[src/rtl/sw_conditioner.sv]
// Switch front end: synchronise and debounce the mode switch, emit edge pulses and a re-phasable step strobe.
// Latency: SYNC_STAGES + DEBOUNCE_CYCLES edges from a clean sw_raw step to sw_clean; no backpressure, free-running.
module sw_conditioner #(
  parameter int SYNC_STAGES     = 2,
  parameter int DEBOUNCE_CYCLES = 1000000,
  parameter int STEP_CYCLES     = 50000000
) (
  input  logic clk,
  input  logic reset,
  input  logic sw_raw,
  output logic sw_clean,
  output logic sw_rise,
  output logic sw_fall,
  output logic step_tick
);

  if (SYNC_STAGES < 2) begin : g_bad_sync
    $error("sw_conditioner: SYNC_STAGES must be >= 2");
  end
  if (DEBOUNCE_CYCLES < 1) begin : g_bad_debounce
    $error("sw_conditioner: DEBOUNCE_CYCLES must be >= 1");
  end
  if (STEP_CYCLES < 2) begin : g_bad_step
    $error("sw_conditioner: STEP_CYCLES must be >= 2");
  end

  localparam int DW = $clog2(DEBOUNCE_CYCLES + 1);
  localparam int SW = $clog2(STEP_CYCLES);
  localparam logic [DW-1:0] DB_LAST   = DW'(DEBOUNCE_CYCLES - 1);
  localparam logic [SW-1:0] STEP_LAST = SW'(STEP_CYCLES - 1);

  localparam logic [1:0] STABLE_LO = 2'd0;
  localparam logic [1:0] WAIT_HI   = 2'd1;
  localparam logic [1:0] STABLE_HI = 2'd2;
  localparam logic [1:0] WAIT_LO   = 2'd3;

  logic [SYNC_STAGES-1:0] sync_q;
  logic                   sw_sync;
  logic [1:0]             state, state_n;
  logic [DW-1:0]          db_cnt, db_cnt_n;
  logic                   clean_n, rise_n, fall_n, commit;
  logic [SW-1:0]          step_cnt;

  assign sw_sync = sync_q[SYNC_STAGES-1];
  assign commit  = rise_n | fall_n;

  always_comb begin
    state_n  = state;
    db_cnt_n = db_cnt;
    clean_n  = sw_clean;
    rise_n   = 1'b0;
    fall_n   = 1'b0;
    case (state)
      STABLE_LO: begin
        if (sw_sync) begin
          // A single-cycle debounce window accepts the new level immediately.
          if (DEBOUNCE_CYCLES == 1) begin
            state_n  = STABLE_HI;
            db_cnt_n = '0;
            clean_n  = 1'b1;
            rise_n   = 1'b1;
          end else begin
            state_n  = WAIT_HI;
            db_cnt_n = DW'(1);
          end
        end
      end
      WAIT_HI: begin
        if (!sw_sync) begin
          state_n  = STABLE_LO;
          db_cnt_n = '0;
        end else if (db_cnt == DB_LAST) begin
          state_n  = STABLE_HI;
          db_cnt_n = '0;
          clean_n  = 1'b1;
          rise_n   = 1'b1;
        end else begin
          db_cnt_n = db_cnt + DW'(1);
        end
      end
      STABLE_HI: begin
        if (!sw_sync) begin
          if (DEBOUNCE_CYCLES == 1) begin
            state_n  = STABLE_LO;
            db_cnt_n = '0;
            clean_n  = 1'b0;
            fall_n   = 1'b1;
          end else begin
            state_n  = WAIT_LO;
            db_cnt_n = DW'(1);
          end
        end
      end
      WAIT_LO: begin
        if (sw_sync) begin
          state_n  = STABLE_HI;
          db_cnt_n = '0;
        end else if (db_cnt == DB_LAST) begin
          state_n  = STABLE_LO;
          db_cnt_n = '0;
          clean_n  = 1'b0;
          fall_n   = 1'b1;
        end else begin
          db_cnt_n = db_cnt + DW'(1);
        end
      end
      default: begin
        state_n  = STABLE_LO;
        db_cnt_n = '0;
      end
    endcase
  end

  always_ff @(posedge clk) begin
    if (!reset) begin
      sync_q    <= '0;
      state     <= STABLE_LO;
      db_cnt    <= '0;
      sw_clean  <= 1'b0;
      sw_rise   <= 1'b0;
      sw_fall   <= 1'b0;
      step_cnt  <= '0;
      step_tick <= 1'b0;
    end else begin
      sync_q   <= {sync_q[SYNC_STAGES-2:0], sw_raw};
      state    <= state_n;
      db_cnt   <= db_cnt_n;
      sw_clean <= clean_n;
      sw_rise  <= rise_n;
      sw_fall  <= fall_n;
      // A committed switch change restarts the step period and swallows a coincident wrap.
      if (commit) begin
        step_cnt  <= '0;
        step_tick <= 1'b0;
      end else if (step_cnt == STEP_LAST) begin
        step_cnt  <= '0;
        step_tick <= 1'b1;
      end else begin
        step_cnt  <= step_cnt + SW'(1);
        step_tick <= 1'b0;
      end
    end
  end

endmodule
[config.mk]
export PLATFORM = sky130hd
export DESIGN_NAME = sw_conditioner
export DESIGN_NICKNAME = d
export VERILOG_FILES = /design/src/rtl/sw_conditioner.sv
export SDC_FILE = /design/constraint.sdc
export NUM_CORES = 1
export LEC_CHECK = 0
export CORE_MARGIN = 8
export CORE_UTILIZATION = 35
export DETAILED_ROUTE_END_ITERATION = 8
export DONT_BUFFER_PORTS = 1
export GPL_TIMING_DRIVEN = 0
export REMOVE_ABC_BUFFERS = 1
export SLEW_MARGIN = 20
export SYNTH_ARGS = -nofsm -noshare
export SYNTH_HDL_FRONTEND = slang
export SYNTH_SLANG_ARGS = --single-unit
[constraint.sdc]
create_clock -name clk -period 1.8 [get_ports clk]
set_input_delay 0.36 -clock clk [delete_from_list [all_inputs] [get_ports clk]]
set_output_delay 0.36 -clock clk [all_outputs]
set_load 0.02 [all_outputs]
==> impl_table.tex <==
\begin{tabular}{lr}
\hline
Metric & Value \\
\hline
\multicolumn{2}{l}{\textbf{Floorplanning}} \\
Area enclosed by the die boundary & 10200 um\^{}2 \\
Standard-cell rows & 31 \\
Core region area & 7140 um\^{}2 \\
Vertical die dimension & 101 um \\
Die width & 101 um \\
I/O pins & 7 \\
Starting Density & 0.354 \\
\multicolumn{2}{l}{\textbf{Clock network}} \\
Worst-path clk slew & 0.09 ns \\
Longest Clk Path Bufs & 2 \\
Num CTS Buffers & 5 \\
Number of H-tree levels & 2 \\
Sinks on Clock Net & 54 \\
Hold buffers post-CTS & 0 \\
Clock root buffer & sky130\_fd\_sc\_hd\_\_clkbuf\_8 \\
Clock tree from TritonCTS & done \\
Clock network latency to the later pin of the worst-skew pair & 0.30 ns \\
\multicolumn{2}{l}{\textbf{Placed design}} \\
Placer congestion estimate & 0.713 \\
Setup WS pre-CTS & -0.701 ns \\
Number of buffer cells added on primary ports & 0 \\
Detail Placement HPWL & between 3000 and 4000 um \\
\multicolumn{2}{l}{\textbf{Critical path}} \\
Critical path data required time & 1.99 ns \\
Arrival time of the worst setup path & 1.92 ns \\
Peak fanout along the critical path & 6 \\
Type of the worst setup path & flop to flop \\
Startpoint Class & flop \\
CP Capture Type & flop \\
\multicolumn{2}{l}{\textbf{Timing}} \\
Number of pins exceeding their max-slew limit in the final report & 0 \\
Total negative setup slack & 0 ns \\
Final Hold Viols & 0 \\
Slew @ Worst Pin & 0.791 ns \\
Layout Skew & 0.00547 ns \\
Post-layout min period & 1.73 ns \\
Tightest slew margin relative to the limit & 0.469 \\
Final worst setup slack & 0.0724 ns \\
Final Setup Violations & 0 \\
Worst hold slack & 0.168 ns \\
Highest achievable clock rate & 0.579 GHz \\
Final period utilization & 0.960 \\
Unrepaired setup endpoints after global routing & true \\
\multicolumn{2}{l}{\textbf{Global route}} \\
Pin count of the biggest net entering global routing & 15 \\
Number of antenna violations at the first check in global routing & 0 \\
Met2 global-route usage & 0.174 \\
Top Usage Layer GRT & met2 \\
Wire length of the first global-routing pass & roughly 9000 um \\
Total routing resource utilization after global routing & 0.107 \\
Grt total ovfl & 0 \\
Met3 track demand over resource in global routing & 0.0283 \\
Number of global-route vias before repair & roughly 1900 \\
GR met1 Demand/Resource & 0.134 \\
\multicolumn{2}{l}{\textbf{Yosys}} \\
Synthesized area per cell & 8.68 um\^{}2 \\
Post-synth EDFFs & 0 \\
Sequential-to-total area share from yosys stat & 0.428 \\
Flip-flop and latch count after synthesis & 54 \\
Post-synthesis async set-or-reset flop share & 0 \\
Mapped Area & 2530 um\^{}2 \\
Dominant synthesized flop cell & sky130\_fd\_sc\_hd\_\_dfxtp\_1 \\
Synthesized instance count & 291 \\
Unique cell type count in the Yosys netlist & 42 \\
Warning count from the yosys run & 0 \\
\multicolumn{2}{l}{\textbf{Routing}} \\
Routed WL & 5160 um \\
Post-detailed-route wirelength per cell & roughly 13 um \\
Via total after detailed routing & 2057 \\
Number of violations reported at the end of detailed-routing iteration 0 & 77 \\
Number of routed nets with antenna violations & 0 \\
Vias per inst & slightly above 5 \\
Number of search-and-repair iterations in the first detailed-routing pass & 4 \\
Post-route DRC violation count & 0 \\
\multicolumn{2}{l}{\textbf{Power and ir drop}} \\
Overall power & 1.91 mW \\
Power density over cell area & approximately 660 nW/um\^{}2 \\
Leakage & 1.01 nW \\
Worst IR Drop VDD & 0.462 mV \\
\multicolumn{2}{l}{\textbf{Flow run}} \\
MaxCap Viol Count & 0 \\
\multicolumn{2}{l}{\textbf{Status}} \\
Run status & finished, final reports clean \\
\multicolumn{2}{l}{\textbf{Finish}} \\
Fraction of the core area covered by cells at the end of the flow & 0.404 \\
Post-layout nets & 303 \\
Layout overhead on the synthesized area & 14.2\% \\
Antenna diode instance count & 0 \\
Number of filler instances in the final layout & 733 \\
Layout cells sized above 1 & 0.178 \\
\multicolumn{2}{l}{\textbf{Min path}} \\
Worst hold path class & primary input to flop \\
\hline
\end{tabular}
## per-layer routing
layer	vias up	share of wire
li1	1047	-
met1	984	0.47
met2	19	0.49
met3	7	0.028
met4	0	0.0093
met5	-	0
## placed cells by master, fill, tap and decap left out, drive strengths merged, types with 10 or more instances in the layout
| cell | Yosys | final |
|---|---|---|
| xor2 | 20 | 20 |
| nand3 | 21 | 21 |
| o21ai | 14 | 14 |
| nand2 | 28 | 28 |
| nor3 | 10 | 10 |
| dfxtp | 54 | 54 |
| nand4 | 10 | 10 |
| a31oi | 14 | 14 |
| a21oi | 12 | 14 |
| nor2 | 35 | 35 |
## report_power, final
group / switching, mW / internal [mW] / total [mW]
clock network: 0.374 / 0.269 / 0.644
registers: 0.0131 / 1.20 / 1.21
logic: 0.0326 / 0.0174 / 0.0500
total: 0.420 / 1.49 / 1.91
## through the flow
stage	cell area [um^2]	cells
2_1_floorplan	2470	279
3_3_place_gp	2590	378
3_5_place_dp	2590	378
4_1_cts	2740	389
5_1_grt	2890	397
6_report	2890	397
## worst paths after layout
kind,slack [ns],start,endpoint,depth (start not counted)
max reg2reg,0.07,db_cnt[15],sw_clean,5
min,0.17,reset,sw_fall,2
max,0.07,db_cnt[15],sw_clean,5
min reg2reg,0.44,sync_q[0],sync_q[1],1
## state kept, by name (all words and copies together), names as in the netlist, named ones only
name / count
db_cnt: 20
state: 1
step_cnt: 26
step_tick: 1
sw_clean: 1
sw_fall: 1
sw_rise: 1
sync_q: 2
## Yosys cell counts (4+ instances only)
library cell / count / area [um^2]
sky130_fd_sc_hd__dfxtp_1: 54 / 1080
sky130_fd_sc_hd__nor2_1: 35 / 131
sky130_fd_sc_hd__nand2_1: 27 / 101
sky130_fd_sc_hd__nand3_1: 20 / 100
sky130_fd_sc_hd__xor2_1: 19 / 166
sky130_fd_sc_hd__a31oi_1: 14 / 87.6
sky130_fd_sc_hd__o21ai_0: 14 / 70.1
sky130_fd_sc_hd__a21oi_1: 11 / 55.1
sky130_fd_sc_hd__nand4_1: 9 / 56.3
sky130_fd_sc_hd__nor3_1: 9 / 45.0
sky130_fd_sc_hd__xnor2_1: 9 / 78.8
sky130_fd_sc_hd__and3_1: 6 / 37.5
sky130_fd_sc_hd__buf_2: 6 / 30.0
sky130_fd_sc_hd__and2_1: 5 / 31.3
sky130_fd_sc_hd__inv_1: 5 / 18.8
sky130_fd_sc_hd__and4_1: 4 / 35.0
sky130_fd_sc_hd__clkbuf_1: 4 / 15.0
sky130_fd_sc_hd__nor4_1: 4 / 25.0
## cells by family after synthesis
logic type | after synthesis | share of synthesized area
adders and majority gates | 2 | 0.00990
muxes | 1 | 0.00396
AOI/OAI and AO/OA | 45 | 0.107
xor gates and xnor gates | 29 | 0.104
buffers and inverters | 17 | 0.0312
DFF | 54 | 0.428
and+or+nand+nor | 143 | 0.316
## worst max-delay path, stage by stage (launching register included)
cell,delay [ns]
sky130_fd_sc_hd__dfxtp_4,0.37
sky130_fd_sc_hd__nand3b_1,0.22
sky130_fd_sc_hd__nor4_4,0.40
sky130_fd_sc_hd__and3_4,0.28
sky130_fd_sc_hd__nor2_1,0.05
sky130_fd_sc_hd__or3_1,0.30
## final cells by class
| type | count | area, um^2 | share of cell area |
|---|---|---|---|
| Multi-Input combinational cell | 223 | 1490 | 0.515 |
| Tap cell | 99 | 124 | 0.0429 |
| Inverter | 5 | 18.8 | 0.00650 |
| Clock buffer | 7 | 76.3 | 0.0265 |
| Sequential cell | 54 | 1100 | 0.380 |
| Timing Repair Buffer | 9 | 83.8 | 0.0291 |
## timing repair
item | 4_1_cts | 5_1_grt
resized for setup | 10 | 20
pin swaps | 2 | 5
cloned | 2 | 1
setup buffers | 2 | 7
endpoints found under the setup margin | 38 | 46
Note: power is estimated with default switching activity, not from simulation.
